==> config.mk <==
export PLATFORM = sky130hd
export DESIGN_NAME = inst_fetch_aligner
export DESIGN_NICKNAME = d
export VERILOG_FILES = /design/src/rtl/inst_fetch_aligner.sv
export SDC_FILE = /design/constraint.sdc
export NUM_CORES = 1
export LEC_CHECK = 0
export BUFFER_PORTS_ARGS = -buffer_cell sky130_fd_sc_hd__buf_2
export CAP_MARGIN = 20
export CORE_MARGIN = 10
export CORE_UTILIZATION = 56
export DETAILED_ROUTE_END_ITERATION = 16
export PLACE_DENSITY = 0.9
export SLEW_MARGIN = 20
export SYNTH_ARGS = -nofsm -noshare
export SYNTH_HDL_FRONTEND = slang
export SYNTH_SLANG_ARGS = --single-unit
==> constraint.sdc <==
create_clock -name i_clk -period 5.6 [get_ports i_clk]
set_input_delay 1.12 -clock i_clk [delete_from_list [all_inputs] [get_ports i_clk]]
set_output_delay 1.12 -clock i_clk [all_outputs]
set_load 0.01 [all_outputs]
==> src/rtl/inst_fetch_aligner.sv <==
// Fetch aligner: pulls 32-bit words from instruction memory into a halfword queue
// and presents complete 16-bit (compressed) or 32-bit instructions with their PC.
module inst_fetch_aligner #(
  parameter logic [31:0] RESET_PC = 32'h0000_0000,
  parameter int unsigned QDEPTH   = 4
) (
  input  logic        i_clk,
  input  logic        i_rst_n,
  input  logic        i_flush,
  input  logic [31:0] i_flush_pc,
  output logic        o_imem_req,
  output logic [31:0] o_imem_addr,
  input  logic        i_imem_valid,
  input  logic [31:0] i_imem_rdata,
  output logic [15:0] o_low_inst,
  output logic [15:0] o_high_inst,
  output logic        o_inst_valid,
  output logic [31:0] o_pc,
  input  logic        i_ready
);

  logic [15:0] fifo_q [QDEPTH];
  logic [15:0] fifo_d [QDEPTH];
  logic [15:0] shift_s [QDEPTH];
  logic [2:0]  count_q, count_d;
  logic [31:0] pc_q, pc_d;
  logic [31:0] faddr_q, faddr_d;
  logic        pending_q, pending_d;
  logic        discard_q, discard_d;
  logic        drop_low_q, drop_low_d;
  logic        started_q;

  logic        head_comp_s;
  logic        valid_s;
  logic        req_s;
  logic        resp_s;
  logic        push_s;
  logic        push_lo_s;
  logic [2:0]  pop_n_s;
  logic [2:0]  push_n_s;
  logic [2:0]  base_s;
  logic [2:0]  hi_idx_s;

  assign head_comp_s = (fifo_q[0][1:0] != 2'b11);
  assign valid_s     = !i_flush && (((count_q >= 3'd1) && head_comp_s) || (count_q >= 3'd2));
  assign req_s       = started_q && !pending_q && (count_q <= 3'd2) && !i_flush;
  assign resp_s      = i_imem_valid && pending_q;
  assign push_s      = resp_s && !discard_q;
  assign push_lo_s   = push_s && !drop_low_q;
  assign pop_n_s     = (valid_s && i_ready) ? (head_comp_s ? 3'd1 : 3'd2) : 3'd0;
  assign push_n_s    = push_s ? (drop_low_q ? 3'd1 : 3'd2) : 3'd0;
  assign base_s      = count_q - pop_n_s;
  // With drop_low the upper halfword lands where the lower one would have gone.
  assign hi_idx_s    = drop_low_q ? base_s : (base_s + 3'd1);

  assign o_imem_req   = req_s;
  assign o_imem_addr  = faddr_q;
  assign o_inst_valid = valid_s;
  assign o_pc         = pc_q;
  assign o_low_inst   = fifo_q[0];
  assign o_high_inst  = (count_q >= 3'd2) ? fifo_q[1] : 16'h0000;

  // Queue contents after removing the consumed instruction.
  always_comb begin
    shift_s = fifo_q;
    case (pop_n_s)
      3'd1:    shift_s = '{fifo_q[1], fifo_q[2], fifo_q[3], 16'h0000};
      3'd2:    shift_s = '{fifo_q[2], fifo_q[3], 16'h0000, 16'h0000};
      default: shift_s = fifo_q;
    endcase
  end

  // Next-state: redirect wins over consume/refill; push lands after the pop.
  always_comb begin
    fifo_d     = fifo_q;
    count_d    = count_q;
    pc_d       = pc_q;
    faddr_d    = faddr_q;
    pending_d  = pending_q;
    discard_d  = discard_q;
    drop_low_d = drop_low_q;
    if (i_flush) begin
      for (int i = 0; i < QDEPTH; i++) begin
        fifo_d[i] = 16'h0000;
      end
      count_d    = 3'd0;
      pc_d       = i_flush_pc & ~32'h0000_0001;
      faddr_d    = i_flush_pc & ~32'h0000_0003;
      drop_low_d = i_flush_pc[1];
      if (resp_s) begin
        pending_d = 1'b0;
        discard_d = 1'b0;
      end else if (pending_q) begin
        discard_d = 1'b1;
      end else begin
        discard_d = discard_q;
      end
    end else begin
      pc_d = pc_q + {28'd0, pop_n_s, 1'b0};
      for (int i = 0; i < QDEPTH; i++) begin
        if (push_lo_s && (3'(i) == base_s)) begin
          fifo_d[i] = i_imem_rdata[15:0];
        end else if (push_s && (3'(i) == hi_idx_s)) begin
          fifo_d[i] = i_imem_rdata[31:16];
        end else begin
          fifo_d[i] = shift_s[i];
        end
      end
      count_d = base_s + push_n_s;
      if (resp_s) begin
        pending_d  = 1'b0;
        discard_d  = 1'b0;
        drop_low_d = push_s ? 1'b0 : drop_low_q;
      end else if (req_s) begin
        pending_d = 1'b1;
        faddr_d   = faddr_q + 32'd4;
      end else begin
        pending_d = pending_q;
      end
    end
  end

  // State registers.
  always_ff @(posedge i_clk or negedge i_rst_n) begin
    if (!i_rst_n) begin
      for (int i = 0; i < QDEPTH; i++) begin
        fifo_q[i] <= 16'h0000;
      end
      count_q    <= 3'd0;
      pc_q       <= RESET_PC & ~32'h0000_0001;
      faddr_q    <= RESET_PC & ~32'h0000_0003;
      pending_q  <= 1'b0;
      discard_q  <= 1'b0;
      drop_low_q <= RESET_PC[1];
      started_q  <= 1'b0;
    end else begin
      fifo_q     <= fifo_d;
      count_q    <= count_d;
      pc_q       <= pc_d;
      faddr_q    <= faddr_d;
      pending_q  <= pending_d;
      discard_q  <= discard_d;
      drop_low_q <= drop_low_d;
      started_q  <= 1'b1;
    end
  end

endmodule
==> results.toml, run 1 <==
[outcome]
status = "completed"

[synthesis]
yosysMostFrequentCell = "dfrtp_1"
synthArstFlopShare = 1.000
yosysTopAreaCellShare = 0.4000
ys_types = 59
ys_seq_area_frac = 0.4000
ys_top_cells_by_count = "132 x dfrtp_1, 106 x nand2_1, 48 x clkbuf_1"
yosys.area.top_type = "dfrtp_1"
syn_area_per_cell_um2 = 9.363
postSynthCellCount = 882
ys_seq_elements = 132
synth_edf_count = 0
syn_area_um2 = 8258
dominantRegCellSynth = "dfrtp_1"
yosys_warnings = 0
synthTopCellsByArea = "dfrtp_1 40%, mux2_2 5.0%, nand2_1 4.8%"

[grt]
grt_max_degree = 56
grt_overflow_total = 0
grtUsageTotal = 0.2393
grt_pass1_vias = 7533
grt_pass1_wl_um = 39470
antenna_found_initial = 0

[route]
first_pass_iters = 6
routed_wl_um = 24800
num_vias = 7749
wire_per_inst_um = 20.70
drtIter0Drc = 983
vias_per_cell = 6.468
drc_errors = 0
detail-route-antenna-nets = 0

[placed_design]
port_buffers = 162
preCtsSetupSlack_ps = 431.3
routabilityCongestion = 0.9435
place_hpwl_um = 17820

[sta]
fin_crit_sh = 0.8815
worst_pin_slew_ps = 958.1
whs_ps = 480.6
min_period_ps = 4936
setup_ws_ps = 663.6
drv_slew = 0
clock_skew_ps = 10.29
rsz0062_at_grt = "no"
fin_setup_tns_ps = 0
setup_violations = 0
max_freq_mhz = 202.6
finalHoldViolations = 0
relSlewSlack = 0.3613

[layout]
nFillCells = 1066
area_delta_synth_final_pct = 17.29
layout-drive-gt1-share = 0.2821
n_antenna_cell = 0
nNetsFinal = 1083

[setup_path]
timing.rr.end = "fifo_q[31]$_DFFE_PN0P_"
crit_path_cell_trace = "buf_2 -> buf_4 -> a21oi_1 -> and3_1 -> ha_1 -> inv_1 -> fa_1 -> xnor2_1 -> inv_2 -> ha_1 -> nor3b_1 -> a31oi_2 -> or3_1 -> and3_1 -> a32o_1"
cp-end-kind = "flop"
r2r_start = "count_q[2]$_DFF_PN0_"
startpoint = "i_flush"
crit_type = "in2reg"
reg2reg_setup_slack_ps = 810
path_depth = 15
cpPeakStageDelay_ps = 610
critPathSlowestCell = "or3_1"
cp-endpoint = "fifo_q[31]$_DFFE_PN0P_"
cp.arrival_ps = 5250
critical_path_buf_inv_count = 4
cp_top_family = "simple AND/OR/NAND/NOR gates"
rr_worst_depth = 12
cp.required_ps = 5910
path_max_fanout = 16
cp-start-kind = "primary input"

[clock_tree]
cts-buffers-inserted = 17
cts_tree = "built"
clk_latency_ps = 430
clk_pin_slew_worst_paths_ps = 60
root_buffer = "clkbuf_16"
clock_path_buffers = 2
post-cts-setup-buffers = 0
clkSinkCount = 132
cts_resized = 0
hold_buffers = 0
htree_levels = 4

[floorplanning]
die-area_um2 = 20000
die_y_um = 141.4
initial_core_util = 0.5703
fp-row-count = 44
num_io_pins = 167
die_x_um = 141.4
fp.coreArea_um2 = 14480

[pwr]
ir_worst_vdd_mv = 0.2455
power-per-cell-area_nw_per_um2 = 320.0
leakage_nw = 4.251

[job]
cap_violations = 0

[min_path]
hp-class = "reg2reg"
[worst min-delay path by stage]
| stage | startpoint | end | slack (ps) | depth (start not counted) |
|---|---|---|---|---|
| final | o_low_inst[8]$_DFFE_PN0P_ | o_low_inst[8]$_DFFE_PN0P_ | 480 | 2 |
| after global placement | o_low_inst[2]$_DFFE_PN0P_ | o_low_inst[2]$_DFFE_PN0P_ | 460 | 2 |
| after floorplan | o_low_inst[10]$_DFFE_PN0P_ | o_low_inst[10]$_DFFE_PN0P_ | 440 | 2 |
| after detailed placement | o_low_inst[12]$_DFFE_PN0P_ | o_low_inst[12]$_DFFE_PN0P_ | 460 | 2 |
| after CTS | o_low_inst[8]$_DFFE_PN0P_ | o_low_inst[8]$_DFFE_PN0P_ | 480 | 2 |
| after global routing | o_low_inst[11]$_DFFE_PN0P_ | o_low_inst[11]$_DFFE_PN0P_ | 500 | 2 |
[flip-flops by register name, summed over array words and instances (netlist names)]
| signal | count |
|---|---|
| started_q | 1 |
| drop_low_q | 1 |
| pending_q | 1 |
| o_imem_addr | 30 |
| discard_q | 1 |
| count_q | 3 |
| o_pc | 31 |
| fifo_q | 48 |
| o_low_inst | 16 |
[metrics by stage]
stage          total power [W]  cells  instance area, um2    util
2_1_floorplan         0.001655    884                8265       -
3_3_place_gp          0.001882   1166                9061  0.6258
3_5_place_dp          0.001912   1166                9061  0.6258
4_1_cts               0.003086   1198                9686  0.6689
5_1_grt               0.003230   1198                9686  0.6689
6_report              0.003099   1198                9686  0.6689
[tightest hold or removal path, cell delays in order (launching register included)]
cell	delay [ps]
dfrtp_1	340
nand2_1	60
o41ai_1	50
[where the power goes]
part / leakage, nW / switching [W] / internal, W
clock network: 0.301 / 0.000446 / 0.000730
logic: 2.27 / 0.000481 / 0.000301
registers: 1.68 / 0.0000985 / 0.00104
total: 4.25 / 0.00103 / 0.00207
[layer usage]
metal / vias to the layer above / GRT usage / share of wire
met3: 95 / 0.06776 / 0.11
li1: 3478 / - / -
met2: 455 / 0.3692 / 0.46
met4: 0 / 0.1275 / 0.045
met5: - / 0 / 0
met1: 3721 / 0.2979 / 0.38
[cells by family (layout without fill, tap and decap cells)]
kind of cell               Yosys count  count (layout)  synth area share
AOI/OAI and AO/OA                  228             228            0.2133
xor gates and xnor gates            45              45           0.04773
adders and majority gates           13              13           0.02242
buffers and inverters              108             238           0.06015
DFF                                132             132            0.4000
muxes                               56              56           0.07348
other                                2               4         0.0009094
and+or+nand+nor                    298             298            0.1820
[placed cells by master (no fill, tap or decap), types with 14 or more instances in the layout]
master     instances
o31a_1            15
and3_1            26
mux2_2            37
buf_2            161
nand3_1           35
xor2_1            21
o311a_1           16
a31o_2            29
nand2_1          106
o21ai_0           31
o31ai_1           20
dfrtp_1          132
xnor2_1           24
nor2_1            33
nor2b_1           19
o2bb2ai_1         29
o22ai_1           16
mux2i_1           19
inv_1             23
nor3_1            25
o41ai_1           14
clkbuf_16         17
buf_4             19
[cell type report]
class / count / area (um2) / share of cell area
inverter: 26 / 97.59 / 0.01008
multi-input combinational: 644 / 4482 / 0.4627
tap: 184 / 230.2 / 0.02377
clock inverter: 13 / 171.4 / 0.01770
clock buffer: 19 / 452.9 / 0.04676
timing repair buffer: 180 / 948.4 / 0.09792
sequential: 132 / 3303 / 0.3410
(Power assumes the default switching activity.)
==> inputs of run 2 (changes only) <==
--- a/config.mk
+++ b/config.mk
@@ -7,7 +7,7 @@
 export LEC_CHECK = 0
 export BUFFER_PORTS_ARGS = -buffer_cell sky130_fd_sc_hd__buf_2
 export CAP_MARGIN = 20
-export CORE_MARGIN = 10
+export CORE_MARGIN = 2
 export CORE_UTILIZATION = 56
 export DETAILED_ROUTE_END_ITERATION = 16
 export PLACE_DENSITY = 0.9
==> results.toml, run 2 (synthesis gave the netlist of run 1 again) <==
[outcome]
status = "completed"

[min_path]
hold_start = "o_low_inst[6]$_DFFE_PN0P_"
whs_endpoint = "o_low_inst[6]$_DFFE_PN0P_"
hold_depth = 2
hp-class = "reg2reg"

[grt]
grt_pass1_vias = 7511
grt_max_degree = 84
antenna_found_initial = 0
grt_pass1_wl_um = 38820
grtUsageTotal = 0.3034
grt_overflow_total = 0

[sta]
finalHoldViolations = 0
worst_pin_slew_ps = 1098
setup_violations = 0
min_period_ps = 4994
fin_crit_sh = 0.8918
rsz0062_at_grt = "no"
max_freq_mhz = 200.2
fin_setup_tns_ps = 0
relSlewSlack = 0.2681
drv_slew = 0
clock_skew_ps = 13.34

[placed_design]
port_buffers = 162
routabilityCongestion = 0.9906
place_hpwl_um = 16370

[setup_path]
critPathSlowestCell = "a21oi_1"
timing.rr.end = "o_low_inst[7]$_DFFE_PN0P_"
r2r_start = "count_q[1]$_DFF_PN0_"
cp-start-kind = "primary input"
cp-end-kind = "flop"
critical_path_buf_inv_count = 2
cp.arrival_ps = 5300
cpPeakStageDelay_ps = 850
crit_type = "in2reg"
cp_top_family = "compound AO/OA/AOI/OAI gates"
cp.required_ps = 5910
reg2reg_setup_slack_ps = 760
crit_path_cell_trace = "buf_2 -> or4b_2 -> fa_1 -> xnor2_1 -> inv_2 -> ha_1 -> nor3b_1 -> a31o_2 -> a21oi_1 -> a221oi_1 -> o31ai_1"
rr_worst_depth = 12
path_max_fanout = 16

[clock_tree]
clk_latency_ps = 420
clk_pin_slew_worst_paths_ps = 60
hold_buffers = 0
htree_levels = 4
cts-buffers-inserted = 17
root_buffer = "clkbuf_16"
clock_path_buffers = 2
post-cts-setup-buffers = 0
clkSinkCount = 132
cts_tree = "built"
cts_resized = 0

[layout]
largest-register = "fifo_q"
largest_register_ffs = 48
layout-drive-gt1-share = 0.2794
n_antenna_cell = 0
final_cell_mix = "161 x buf_2, 132 x dfrtp_1, 106 x nand2_1"
final_common_cell = "buf_2"
nNetsFinal = 1083
fin_util = 0.6676
area_delta_synth_final_pct = 17.06

[floorplanning]
die-area_um2 = 15730
die_y_um = 125.4
initial_core_util = 0.5703
die_x_um = 125.4
fp.coreArea_um2 = 14480
num_io_pins = 167
fp-row-count = 44

[pwr]
leakage_nw = 4.239
power-per-cell-area_nw_per_um2 = 317.5
ir_worst_vdd_mv = 0.2556

[route]
detail-route-antenna-nets = 0
vias_per_cell = 6.579
routed_wl_um = 23900
first_pass_iters = 7
drtIter0Drc = 1039
num_vias = 7875
wire_per_inst_um = 19.96
drc_errors = 0

[job]
cap_violations = 0
## run 2: worst register-to-register path: cells and delay by family (launching register included)
family                   cells  cell delay (ps)
adder cells (fa/ha/maj)      2              790
buffers and inverters        2              370
flip-flops                   1              480
XOR/XNOR                     1              390
AO/OA/AOI/OAI                4             1740
AND/OR/NAND/NOR              3              950
## run 2: report_power, final
part | switching (W) | total (W) | internal [W]
Combinational | 0.000482 | 0.000782 | 0.000300
Sequential | 0.000101 | 0.00114 | 0.00104
Clock | 0.000413 | 0.00114 | 0.000731
## run 2: final cells by class
type / count / area, um2
inverters: 26 / 97.59
multi-input cells: 644 / 4482
fillers: 1089 / 4812
clock buffers: 22 / 474.2
clock inverters: 9 / 127.6
flip-flops and latches: 132 / 3303
well taps: 184 / 230.2
repair buffers: 180 / 952.2
## run 2: per-layer routing
| metal | GRT usage | vias to the layer above | share of wire |
|---|---|---|---|
| met2 | 0.4674 | 502 | 0.47 |
| met3 | 0.06547 | 72 | 0.10 |
| met4 | 0.1294 | 0 | 0.036 |
| met5 | 0 | - | 0 |
| li1 | - | 3487 | - |
| met1 | 0.4161 | 3814 | 0.40 |
## run 2: worst max-delay path by stage
stage,from,to,slack (ps),cells after the start
finish,i_flush,o_low_inst[7]$_DFFE_PN0P_,610,11
detailed placement,i_flush,fifo_q[31]$_DFFE_PN0P_,330,11
global placement,i_flush,fifo_q[31]$_DFFE_PN0P_,400,11
global route,i_flush,fifo_q[30]$_DFFE_PN0P_,520,11
CTS,i_flush,o_low_inst[7]$_DFFE_PN0P_,770,11
floorplan,i_flush,fifo_q[20]$_DFFE_PN0P_,560,15
## run 2: stage by stage
step | hold WS [ps] | power, W | cell area (um2) | std cells | worst slack, ps
after floorplan | 444.5 | 0.001655 | 8265 | 884 | 559.7
after global placement | 455.5 | 0.001881 | 9065 | 1166 | 398.8
after detailed placement | 459.8 | 0.001910 | 9065 | 1166 | 331.6
after CTS | 473.5 | 0.003052 | 9667 | 1197 | 765.6
after global routing | 491.0 | 0.003196 | 9667 | 1197 | 522.1
final | 474.5 | 0.003069 | 9667 | 1197 | 606.2
==> inputs of run 3 (changes only) <==
--- a/config.mk
+++ b/config.mk
@@ -10,7 +10,7 @@
 export CORE_MARGIN = 2
 export CORE_UTILIZATION = 56
 export DETAILED_ROUTE_END_ITERATION = 16
-export PLACE_DENSITY = 0.9
+export PLACE_DENSITY = 0.81
 export SLEW_MARGIN = 20
 export SYNTH_ARGS = -nofsm -noshare
 export SYNTH_HDL_FRONTEND = slang
==> results.toml, run 3 (synthesis gave the netlist of run 1 again) <==
[pwr]
leakage_nw = 4.256
ir_worst_vdd_mv = 0.1956
power-per-cell-area_nw_per_um2 = 317.5

[floorplanning]
die_y_um = 125.4
die_x_um = 125.4
die-area_um2 = 15730
initial_core_util = 0.5703
fp.coreArea_um2 = 14480
fp-row-count = 44
num_io_pins = 167

[outcome]
status = "completed"

[placed_design]
preCtsSetupSlack_ps = 427.7
routabilityCongestion = 0.8639
port_buffers = 162
place_hpwl_um = 16390

[sta]
setup_ws_ps = 796.6
worst_pin_slew_ps = 1061
rsz0062_at_grt = "no"
clock_skew_ps = 8.562
fin_crit_sh = 0.8577
drv_slew = 0
fin_setup_tns_ps = 0
relSlewSlack = 0.2909
finalHoldViolations = 0
setup_violations = 0
min_period_ps = 4803
max_freq_mhz = 208.2

[route]
routed_wl_um = 24570
wire_per_inst_um = 20.44
detail-route-antenna-nets = 0
first_pass_iters = 8
vias_per_cell = 6.399
drc_errors = 0
drtIter0Drc = 851
num_vias = 7692

[clock_tree]
htree_levels = 4
clk_latency_ps = 410
cts_tree = "built"
clkSinkCount = 132
root_buffer = "clkbuf_16"
cts_resized = 0
post-cts-setup-buffers = 0
clk_pin_slew_worst_paths_ps = 60
cts-buffers-inserted = 17
clock_path_buffers = 2
hold_buffers = 0

[min_path]
whs_endpoint = "o_low_inst[9]$_DFFE_PN0P_"
hold_depth = 2
hold_start = "o_low_inst[9]$_DFFE_PN0P_"
hp-class = "reg2reg"

[setup_path]
path_max_fanout = 16
cp_top_family = "simple AND/OR/NAND/NOR gates"
crit_path_cell_trace = "buf_2 -> buf_4 -> a21oi_1 -> and3_1 -> ha_1 -> inv_1 -> fa_1 -> ha_1 -> ha_1 -> nor3b_1 -> a31oi_2 -> or3_1 -> and3_1 -> a32o_1"
path_depth = 14
rr_worst_depth = 13
r2r_start = "count_q[1]$_DFF_PN0_"
reg2reg_setup_slack_ps = 960
critPathSlowestCell = "or3_1"
critical_path_buf_inv_count = 3
path_common_cell = "ha_1"
cpPeakStageDelay_ps = 660
crit_type = "in2reg"
cp-start-kind = "primary input"
cp-end-kind = "flop"
cp.arrival_ps = 5110
timing.rr.end = "fifo_q[18]$_DFFE_PN0P_"
cp.required_ps = 5900

[layout]
multi_input_area_um2 = 4482
largest-register = "fifo_q"
nNetsFinal = 1087
largest_register_ffs = 48
seqCellArea_um2 = 3303
final_common_cell = "buf_2"
n_antenna_cell = 0
area_delta_synth_final_pct = 17.52
final_cell_mix = "161 x buf_2, 132 x dfrtp_1, 106 x nand2_1"
nFillCells = 1170
fin_util = 0.6702
layout-drive-gt1-share = 0.2809

[grt]
grt_max_degree = 97
antenna_found_initial = 0
grt_overflow_total = 0
grt_pass1_wl_um = 39270
grt_pass1_vias = 7501
grtUsageTotal = 0.3103

[job]
cap_violations = 0
[run 3: cell count changes in the layout (fill, tap and decap cells not counted), sizes merged]
cell | previous run | this run
buf | 180 | 184
clkbuf | 22 | 23
clkinv | 4 | 5
inv | 25 | 24
[run 3: worst max-delay path by stage]
stage | from | endpoint | slack [ps]
finish | i_flush | fifo_q[18]$_DFFE_PN0P_ | 800
global route | i_flush | fifo_q[18]$_DFFE_PN0P_ | 690
CTS | i_flush | fifo_q[18]$_DFFE_PN0P_ | 870
detailed placement | i_flush | fifo_q[18]$_DFFE_PN0P_ | 430
global placement | i_flush | fifo_q[31]$_DFFE_PN0P_ | 480
floorplan | i_flush | fifo_q[20]$_DFFE_PN0P_ | 560
[run 3: where the power goes]
group	internal (W)	total (W)	switching, W
clock network	0.000721	0.00113	0.000405
logic	0.000311	0.000812	0.000501
registers	0.00104	0.00114	0.000102
[run 3: per-stage QoR]
stage	hold WS, ps	std cells	instance area (um2)	total power [W]
after floorplan	444.5	884	8265	0.001655
after global placement	454.9	1170	9107	0.001930
after detailed placement	459.1	1170	9107	0.001950
after CTS	471.5	1202	9703	0.003076
after global routing	475.6	1202	9704	0.003222
final	468.8	1202	9704	0.003081
[run 3: tightest hold or removal path, stage by stage (launching register included)]
cell	delay, ps
dfrtp_1	340
nand2_1	50
o41ai_1	50
[run 3: layout make-up]
type                    count  share of cell area
repair buffers            184              0.1025
clock inverters             9             0.01315
flip-flops and latches    132              0.3404
inverters                  26             0.01019
multi-input cells         644              0.4618
clock buffers              23             0.04822
well taps                 184             0.02372
[run 3: per-layer routing]
metal | routed length (um) | global-route usage
met1 | 10010 | 0.4206
met2 | 11270 | 0.4792
met3 | 2599 | 0.08472
met4 | 692 | 0.1150
met5 | 0 | 0
